File: config.mk
export PLATFORM = sky130hd
export DESIGN_NAME = prog_ctrl
export DESIGN_NICKNAME = d
export VERILOG_FILES = /design/src/rtl/prog_pkg.sv /design/src/rtl/branch_lut.sv /design/src/rtl/prog_ctrl.sv
export SDC_FILE = /design/constraint.sdc
export NUM_CORES = 1
export LEC_CHECK = 0
export CAP_MARGIN = 20
export CORE_MARGIN = 5
export CORE_UTILIZATION = 49
export DETAILED_ROUTE_END_ITERATION = 16
export GPL_ROUTABILITY_DRIVEN = 0
export GPL_TIMING_DRIVEN = 0
export PLACE_DENSITY = 0.89
export SLEW_MARGIN = 20
export SYNTH_ARGS = -nofsm -noshare
export SYNTH_HDL_FRONTEND = slang
export SYNTH_SLANG_ARGS = --single-unit
export TNS_END_PERCENT = 100
File: constraint.sdc
create_clock -name CLK -period 2.5 [get_ports CLK]
set_input_delay 0.5 -clock CLK [delete_from_list [all_inputs] [get_ports CLK]]
set_output_delay 0.5 -clock CLK [all_outputs]
set_load 0.01 [all_outputs]
File: src/rtl/prog_pkg.sv
// Shared types and constants for the program sequencer: FSM states, widths
// and the branch-target ROM contents.
package prog_pkg;

  localparam int PC_W  = 10;
  localparam int CNT_W = 16;

  typedef enum logic [1:0] {
    IDLE   = 2'b00,
    LAUNCH = 2'b01,
    RUN    = 2'b10,
    DONE   = 2'b11
  } state_t;

  // Branch targets indexed by the decoder's BrIdx; unlisted slots point at 0.
  localparam logic [PC_W-1:0] TARGET_LUT [32] = '{
    0:       10'd16,
    1:       10'd40,
    2:       10'd64,
    3:       10'd129,
    5:       10'd200,
    7:       10'd300,
    10:      10'd512,
    15:      10'd700,
    20:      10'd1000,
    31:      10'd1023,
    default: 10'd0
  };

endpackage

File: src/rtl/branch_lut.sv
// Combinational 32x10 branch-target ROM.
module branch_lut
  import prog_pkg::*;
(
  input  logic [4:0]      idx,
  output logic [PC_W-1:0] target
);

  assign target = TARGET_LUT[idx];

endmodule

File: src/rtl/prog_ctrl.sv
// Program sequencer feeding the fetch stage: launches programs, resolves
// branches through the target ROM, holds the condition flag and the watchdog.
module prog_ctrl
  import prog_pkg::*;
#(
  parameter logic [PC_W-1:0]  P1_START   = 10'd0,
  parameter logic [PC_W-1:0]  P2_START   = 10'd128,
  parameter logic [PC_W-1:0]  P3_START   = 10'd256,
  parameter logic [CNT_W-1:0] MAX_CYCLES = 16'd4000
) (
  input  logic             CLK,
  input  logic             Reset_n,
  input  logic             Start,
  input  logic [1:0]       ProgSel,
  input  logic             Halt,
  input  logic             BrReq,
  input  logic             BrUncond,
  input  logic [4:0]       BrIdx,
  input  logic             FlagWe,
  input  logic             FlagD,
  output logic             Init,
  output logic [1:0]       ProgState,
  output logic             Branch_en,
  output logic             FLAG_IN,
  output logic [PC_W-1:0]  Target,
  output logic             Done,
  output logic             Timeout,
  output logic [CNT_W-1:0] CycleCnt
);

  state_t          state;
  logic            flag_q;
  logic [1:0]      prog_q;
  logic [PC_W-1:0] lut_target;
  logic [PC_W-1:0] launch_target;
  logic            launch_req;

  branch_lut u_lut (
    .idx    (BrIdx),
    .target (lut_target)
  );

  assign launch_req = Start && (ProgSel != 2'd0);

  always_comb begin
    launch_target = '0;
    case (prog_q)
      2'd1:    launch_target = P1_START;
      2'd2:    launch_target = P2_START;
      2'd3:    launch_target = P3_START;
      default: launch_target = '0;
    endcase
  end

  // NOTE: non-blocking assignments so every flop samples pre-edge values.
  always_ff @(posedge CLK or negedge Reset_n) begin
    if (!Reset_n) begin
      state     <= IDLE;
      flag_q    <= 1'b0;
      prog_q    <= 2'd0;
      CycleCnt  <= '0;
      Timeout   <= 1'b0;
      Init      <= 1'b1;
      ProgState <= 2'd0;
      Done      <= 1'b0;
    end else begin
      case (state)
        IDLE, DONE: begin
          // Clearing on entry makes LAUNCH already show a fresh run.
          if (launch_req) begin
            state     <= LAUNCH;
            prog_q    <= ProgSel;
            ProgState <= ProgSel;
            Init      <= 1'b0;
            Done      <= 1'b0;
            flag_q    <= 1'b0;
            CycleCnt  <= '0;
            Timeout   <= 1'b0;
          end
        end
        LAUNCH: state <= RUN;
        RUN: begin
          if (FlagWe) flag_q <= FlagD;
          if (CycleCnt != '1) CycleCnt <= CycleCnt + 16'd1;
          // Halt has priority over the watchdog.
          if (Halt) begin
            state   <= DONE;
            Init    <= 1'b1;
            Done    <= 1'b1;
            Timeout <= 1'b0;
          end else if (CycleCnt == MAX_CYCLES - 16'd1) begin
            state   <= DONE;
            Init    <= 1'b1;
            Done    <= 1'b1;
            Timeout <= 1'b1;
          end
        end
      endcase
    end
  end

  // NOTE: defaults first so no path leaves an output unassigned (no latch).
  always_comb begin
    Branch_en = 1'b0;
    FLAG_IN   = 1'b0;
    Target    = '0;
    case (state)
      LAUNCH: begin
        Branch_en = 1'b1;
        FLAG_IN   = 1'b1;
        Target    = launch_target;
      end
      RUN: begin
        Branch_en = BrReq;
        FLAG_IN   = BrUncond | flag_q;
        Target    = lut_target;
      end
      default: ;
    endcase
  end

endmodule
# Yosys cells after proc, flatten, opt, wreduce, memory -nomap -nowiden
# Memories as Yosys holds them, arrays and structs flattened.
# Cells that the tools add are included.
# classes
mux,21
reduce_logical,10
n_lt_le_gt_ge,1
eq_ne,11
bitwise_logic,2
addsub,1
# ops
operator,count
2-to-1 mux 16 bit,2
one-hot mux 16 bit (2 select lines),1
2-to-1 mux 10 bit,2
one-hot mux 10 bit (2 select lines),1
one-hot mux 9 bit (2 select lines),1
adder 16 x 1 -> 16 bit (second input constant),1
== test 16 x 12 -> 1 bit (second input constant),1
inequality test 16 bit (second input constant),1
one-hot mux 1 bit (2 select lines),5
AND reduction 3 bit,3
== test 2 bit (second input constant),4
>= comparator 6 bit (second input constant),1
2-to-1 mux 2 bit,3
inequality test 2 bit (second input constant),3
inverter 5 -> 6 bit,1
one-hot mux 2 bit (3 select lines),1
2-to-1 mux 1 bit,5
AND reduction 2 bit,2
nonzero test 2 bit,2
inequality test 3 bit (second input constant),1
== test 2 x 1 -> 1 bit (second input constant),1
logical NOT 2 bit,1
OR reduction 2 bit,1
logical AND 1 bit,1
OR 1 bit,1
# word_totals
word_cells,54
output_inout_bits,33
register_bits,24
input_bits,15
mem_bits_ro,320
memories,1
# mem_list
memory,depth,width,read_ports,rd_ports_with_merged_regs,write_ports,line_no,source
(name not given),32,10,1,0,0,branch_lut.sv:9,assign target = TARGET_LUT[idx];

# Logic depth before layout (Yosys ltp)
# Gate-level depths: netlist of run 1.
# depth
word_depth,5
ltp_mapped,10
ltp_nobuf,6

# Hierarchy
# Synthesis of run 1 repeated with hierarchy kept, for this count alone.
# unflattened
cells_unflattened,213
area_unflattened_um2,1846.8
# by_module_without_submodules
module,cells_per_inst,seq_area_each_um2,area_per_inst_um2,instances
prog_ctrl,172,601.8,1556.5,1
branch_lut,41,0.0,290.3,1

# Worst setup path before layout of run 1
# OpenSTA, ideal clock, no wires.
# synth_timing
kind,reg2reg
start,reg state[0]
end,reg CycleCnt[12]
setup_ns,0.116
path_buffers,3
path_stages_with_launch,10
path_slack_ns,0.456
arrival_ns,1.929
period_less_slack_ns,2.044
required_ns,2.384
path_cell_list,dfrtp_1 inv_1 ha_1 buf_2 nand2b_1 buf_2 and2_1 buf_2 or4_1 o311ai_0
# synth_via
elab_chain_cells,4
elab_cells_between_ends,9
classes_between,eq/ne (4); mux (1); reduce/logical (4)
# synth_rtl
item,line_no,source
from (decl),prog_ctrl.sv:31,state_t state;
from (signal assigned),prog_ctrl.sv:58,state <= IDLE;
from (signal assigned),prog_ctrl.sv:71,state <= LAUNCH;
from (signal assigned),prog_ctrl.sv:81,LAUNCH: state <= RUN;
== test 2 bit or logical NOT 2 bit (tied branches),prog_ctrl.sv:67,case (state)
OR reduction 2 bit,prog_ctrl.sv:67,
inequality test 2 bit (no line) or nonzero test 2 bit (tied branches),--,
AND reduction 3 bit (no line),--,
to (signal assigned),prog_ctrl.sv:84,if (CycleCnt != '1) CycleCnt <= CycleCnt + 16'd1;
to (decl),prog_ctrl.sv:28,output logic [CNT_W-1:0] CycleCnt
# Several ways; a longest one is shown, not always the timed one.
# A chain may end at the register's enable or synchronous reset.

# Worst setup path in the final report of run 1
# layout_timing
start,in BrIdx[1]
end,out Target[3]
# layout_via
elab_chain_cells,5
# layout_rtl
item,line_no,source
from (decl),prog_ctrl.sv:18,"input logic [4:0] BrIdx,"
inverter 5 -> 6 bit (implied by the code),branch_lut.sv:9,
memory read (32 x 10 bit),--,
2-to-1 mux 10 bit (implied by the code) (2 in series),branch_lut.sv:9,
one-hot mux 10 bit (2 select lines),prog_ctrl.sv:107,case (state)
to (decl),prog_ctrl.sv:25,"output logic [PC_W-1:0] Target,"
# No other way between the ends. The select of a mux whose other input is x is not followed.

==> impl_results.md, run 1 <==
- Largest net degree at the start of global routing: 25
- Post-CTS setup buffers: 0
- Inserted Diodes: 0
- Longest Clk Path Bufs: 2
- Fmax: 418 MHz
- Least-Margin Pin Slew: 0.508 ns
- Seq/Total Area, Yosys: 33.5%
- HPWL after DPL: 3500 um
- Synthesized instance count: 212
- Post-synth ARST share: 100%
- Core Region: 3610 um2
- Clock Skews: ~0.012 ns
- Gr ovfl total: 0
- YS warnings: 0
- Post-route DRC: 0
- Worst-skew pair later-pin latency: 0.27 ns
- Max Cap Viol: 0
- IO buf count: 47
- Mapped Area: 1800 um2
- Routed Antenna Nets: 0
- Share of cells above drive strength 1: 14.1%
- Reg2reg setup slack: about 0.29 ns
- Vias per cell: roughly 6
- Required @ worst endpoint: 2.00 ns
- Synth-to-Final Area Change: 34.7%
- Vias: 1,899
- Crit end category: primary output
- Power Density: 692 nW/um2
- Hold Path Class: in -> async
- WHS: 0.183 ns
- Initial antenna violation count: 0
- Post-route minimum period: roughly 2.4 ns
- Clock root buffer: clkbuf_8
- Max H-tree Level: 1
- Die ar.: 4970 um2
- Final Max Slew Viols: 0
- RSZ-0062 raised after global routing: false
- Yosys top cell area share: 32.1%
- Leakage power: 1.04 nW
- TritonCTS clock tree: done
- Top FF cell, synth: dfrtp_1
- Post-Route Setup TNS: 0 ns
- Num CTS Buffers: 3
- Die height: 70.5 um
- Setup CP Type: in -> out
- Placed Cells incl. Taps: between 300 and 400
- Worst-path fanout max: 3
- First-pass DRT Iterations: 4
- Leading area contributor after synthesis: dfrtp_1
- Maximum vdd drop: 0.000402 V
- Worst-path clk slew: 0.09 ns
- Final instance area: 2420 um2
- Period utilization: 95.7%
- First-pass GRT wire length: ~7900 um
- Crit start category: primary input
- Tot GR Track Use: 19.0%
- Post-synth EDFFs: 0
- Starting Density: between 40% and 50%
- Max-slew headroom at the worst pin: 66.2%
- Clock sinks: 24
- Non-filler cells, final: 311
- Synth cell types: 53
- Synthesized area per cell: roughly 8.5 um2
- Rows: 22
- Top Ports: 48
- Crit path arrival time: 1.89 ns
- Drt wl/cell: 15.5 um
- Number of global-route vias before repair: 1,698
- Outcome: complete, no violations
- Synth top area cells: dfrtp_1 (32%), o31ai_1 (7.5%), nand2_1 (4.0%), o21ai_0 (3.6%), a21oi_1 (3.3%)
- Placed cell area: 2330 um2
- Drt total wl: around 4800 um
- 1st-iter DRT viols: 177
- #FFs+latches synth: 24
- Final core utilization: 67.1%
- Final nets: 283
- Setup-failing EPs final: 0
- Die width: 70.5 um
- Count of final hold-check violations: 0
- Mapped Nets: 231
==> per-stage QoR <==
stage,power [mW],setup WS [ns]
detailed placement,1.39,-0.552
global route,1.79,0.0122
CTS,1.63,0.0174
global placement,1.37,-0.565
finish,1.67,0.107
floorplan,1.04,0.456
==> cell usage in the layout (no fill, tap or decap), drive strengths merged, types with 3 or more instances in the layout <==
cell type,instances
nand4,9
nor2,15
a31oi,3
clkdlybuf4s50,29
buf,9
mux2,3
nor3,3
ha,4
nor4,5
nand3,9
nand2,19
a21oi,12
or3,3
dfrtp,23
clkbuf,17
dlygate4sd2,9
inv,8
o31ai,18
o21ai,15
nand2b,5
o41ai,5
==> registers in the layout, summed over array words and instances, names as in the netlist <==
register and cells:
Done 1, Timeout 1, flag_q 1, Init 1, state 2, CycleCnt 16, prog_q 2
==> power by group <==
part	internal [mW]	switching [mW]	total [mW]	leakage [nW]
Clock	0.114	0.121	0.235	0.0228
Sequential	0.473	0.0912	0.564	0.317
Combinational	0.403	0.471	0.874	0.699
Total	0.990	0.683	1.67	1.04
==> path summary, 6_finish.rpt <==
path | start | end | cells after the start
hold / removal | Reset_n | CycleCnt[5] | 1
hold reg to reg | Init | Init | 2
max in group asynchronous | Reset_n | Init | 1
min in group CLK | Init | Init | 2
setup / recovery | BrIdx[1] | Target[3] | 6
setup reg to reg | state[0] | CycleCnt[8] | 10
==> worst max-delay path, stage by stage <==
cell           delay [ns]
dlygate4sd2_1        0.28
or3b_4               0.41
a21boi_0             0.16
o21bai_1             0.09
a21oi_1              0.15
dlygate4sd2_1        0.29
==> kinds of logic after synthesis <==
kind of cell	count (synthesis)	share of synthesized area, %
simple gates	80	26.5
fa+ha+maj	4	2.79
xor+xnor	1	0.488
buf+inv	25	5.78
compound gates	73	27.9
flops	24	33.5
mux	5	3.00
==> layout make-up <==
cell class              count  area (um2)
flip-flops and latches     24         602
repair buffers             47         440
fillers                   303        1190
well taps                  48        60.1
inverters                   8        30.0
multi-input cells         163        1110
clock buffers               4        45.0
plain buffers              17         128
==> cell usage after synthesis (7+ instances only) <==
cell and instances:
dfrtp_1 23, buf_2 8, o31ai_1 18, a21oi_1 12, nand2_1 19, inv_1 8, clkbuf_1 9, nor2_1 15
nand3_1 9, nand4_1 7, o21ai_0 13
==> per-layer routing <==
layer / vias to the layer above / wire length (um) / track usage, %
li1: 920 / - / -
met1: 907 / 2160 / 26.6
met2: 64 / 2340 / 31.3
met3: 8 / 240 / 1.99
met4: 0 / 71 / 5.22
met5: - / 0 / 0
==> what timing repair did <==
item,4_1_cts,5_1_grt
endpoints found under the setup margin,12,10
hold buffers,0,0
gates resized for setup,37,16
pin swaps,0,1
(Power assumes the default switching activity.)
==> run 2, diff against run 1 <==
--- a/config.mk
+++ b/config.mk
@@ -6,12 +6,12 @@
 export NUM_CORES = 1
 export LEC_CHECK = 0
 export CAP_MARGIN = 20
-export CORE_MARGIN = 5
 export CORE_UTILIZATION = 49
 export DETAILED_ROUTE_END_ITERATION = 16
 export GPL_ROUTABILITY_DRIVEN = 0
 export GPL_TIMING_DRIVEN = 0
 export PLACE_DENSITY = 0.89
+export SKIP_LAST_GASP = 1
 export SLEW_MARGIN = 20
 export SYNTH_ARGS = -nofsm -noshare
 export SYNTH_HDL_FRONTEND = slang
==> constraint.sdc (replaced) <==
create_clock -name CLK -period 2.6 [get_ports CLK]
set_input_delay 0.52 -clock CLK [delete_from_list [all_inputs] [get_ports CLK]]
set_output_delay 0.52 -clock CLK [all_outputs]
set_load 0.01 [all_outputs]
==> impl_results.md, run 2 (same netlist as run 1, synthesis figures left out) <==
- Top Ports: 48 (unchanged)
- 1st-iter DRT viols: 182 (+2.8%)
- Crit end category: primary output
- Final nets: 284 (+0.35%)
- Worst Reg2Reg Path Length in Cells: 10 (unchanged)
- Num CTS Buffers: 3 (unchanged)
- Leakage power: 1.05 nW (+1.3%)
- Most frequent cells in the layout: clkdlybuf4s50_1 (29), dfrtp_1 (23), nand2_1 (19), o31ai_1 (18), nor2_1 (14)
- Share of cells above drive strength 1: 13.3% (-0.81 points)
- Count of final hold-check violations: 0 (unchanged)
- Met3 GRT Util: 2.55% (+0.57 points)
- Regs by FF count: CycleCnt (16), prog_q (2), state (2)
- First-pass GRT wire length: 7910 um (unchanged)
- Post-route DRC: 0 (unchanged)
- Maximum vdd drop: 0.000646 V (+61%)
- Clock root buffer: clkbuf_4
- Crit path arrival time: 1.97 ns (+0.08 ns)
- Fmax: 402 MHz
- Largest net degree at the start of global routing: 25 (unchanged)
- Period utilization: 95.8%
- Gr ovfl total: 0 (unchanged)
- Total power: 1.56 mW (-6.7%)
- Non-filler cells, final: 310 (-0.32%)
- Max reg flops: 16 (unchanged)
- Max H-tree Level: 1 (unchanged)
- Starting Density: 52.6% (+2.8 points)
- Drt wl/cell: 15.1 um (-2.1%)
- Inserted Diodes: 0 (unchanged)
- Post-route minimum period: around 2.5 ns
- Post-Route Setup TNS: 0 ns (unchanged)
- Initial antenna violation count: 0 (unchanged)
- Placed Cells incl. Taps: 305 (-0.65%)
- Core Region: 3420 um2 (-5.3%)
- RSZ-0062 raised after global routing: false
- Crit start category: flop
- Drt total wl: 4690 um (-2.5%)
- Power Density: 652 nW/um2 (-5.7%)
- Vias per cell: 6.04 (-1.1%)
- IO buf count: 47 (unchanged)
- Largest Register: CycleCnt
- Max Cap Viol: 0 (unchanged)
- Setup-failing EPs final: 0 (unchanged)
- Hold_buf cts: 0 (unchanged)
- Worst-skew pair later-pin latency: 0.33 ns (+0.06 ns)
- Routed Antenna Nets: 0 (unchanged)
- Least-Margin Pin Slew: 0.555 ns (+0.0471 ns)
- Synth-to-Final Area Change: 33.4%
- Rows: 21 (-4.5%)
- WHS: 0.156 ns (-0.0272 ns)
- Fillers: 271 (-11%)
- Die width: 62.5 um (-11%)
- Clock Skews: 0.0108 ns (-0.000826 ns)
- Outcome: complete, no violations
- GR peak layer: met2
- Die height: 62.5 um (-11%)
- Tot GR Track Use: 25.0% (+6.0 points)
- Grt met1 use: 33.6% (+7.0 points)
- HPWL after DPL: 3410 um (-2.5%)
- Final Max Slew Viols: 0 (unchanged)
- GR met2 Demand/Resource: 41.0% (+9.7 points)
- Required @ worst endpoint: 2.08 ns (+0.08 ns)
- TritonCTS clock tree: done
- Worst-path clk slew: 0.14 ns (+0.05 ns)
- First-pass DRT Iterations: 5 (+1)
- Longest Clk Path Bufs: 2 (unchanged)
- Number of global-route vias before repair: 1,696 (-0.12%)
- Setup CP Type: reg -> out
- Worst-path fanout max: 10 (+7)
- Clock sinks: 24 (unchanged)
- Max-slew headroom at the worst pin: 63.0% (-3.1 points)
- Vias: 1,872 (-1.4%)
- Hold Path Class: in -> async
- Most common cell after layout, fill and taps aside: clkdlybuf4s50_1
- Die ar.: 3910 um2 (-21%)
-- run 2: cell types whose count changed in the layout (fill, tap and decap cells not counted), sizes merged --
cell / delta
clkbuf: -2
clkdlybuf4s15: +1
dlygate4sd2: +1
dlymetal6s2s: +1
-- run 2: worst paths after layout --
path	from	end	slack (ns)
max in group asynchronous	Reset_n	Done	2.07
setup / recovery	state[1]	Target[8]	0.11
setup reg to reg	state[0]	CycleCnt[10]	0.31
min in group CLK	state[1]	state[1]	0.53
hold / removal	Reset_n	CycleCnt[14]	0.16
hold reg to reg	state[1]	state[1]	0.53
-- run 2: per-stage QoR --
step / utilization, % / instance area (um2) / setup WS (ns)
final: 70.1 / 2390 / 0.110
after global routing: 70.1 / 2390 / 0.00325
after CTS: 69.9 / 2390 / 0.00943
after detailed placement: 68.0 / 2320 / -0.489
after global placement: 68.0 / 2320 / -0.480
after floorplan: - / 1800 / 0.556
-- run 2: timing repair --
action                                  in CTS  in global routing
endpoints found under the setup margin      12                  9
hold endpoints to repair                     0                  0
buffers inserted                             1                  0
gates resized for setup                     30                 11
-- run 2: worst max-delay path: stages, from the launching register on --
cell and delay (ns):
dfrtp_1 0.41, ha_1 0.28, clkbuf_4 0.19, nand2b_1 0.13, buf_6 0.14, inv_1 0.05
a32o_1 0.23, clkdlybuf4s15_2 0.22
-- run 2: where the power goes --
group          switching [mW]  leakage, nW  internal [mW]  total, mW
Sequential             0.0785        0.317          0.454      0.533
Combinational           0.447        0.714          0.377      0.824
Clock                   0.119       0.0210         0.0859      0.205
-- run 2: layout make-up --
cell class                      count  area (um2)  share of cell area (%)
Multi-Input combinational cell    163        1100                    45.9
Sequential cell                    24         602                    25.1
Timing Repair Buffer               48         464                    19.4
Buffer                             17         106                    4.44
Tap cell                           46        57.6                    2.40
Clock buffer                        4        36.3                    1.52
Inverter                            8        30.0                    1.25
-- run 2: layer usage --
layer / part of all wire [%] / wire [um]
met5: 0 / 0
met1: 45 / 2090
met4: 1.6 / 77
met3: 6.4 / 300
met2: 47 / 2230
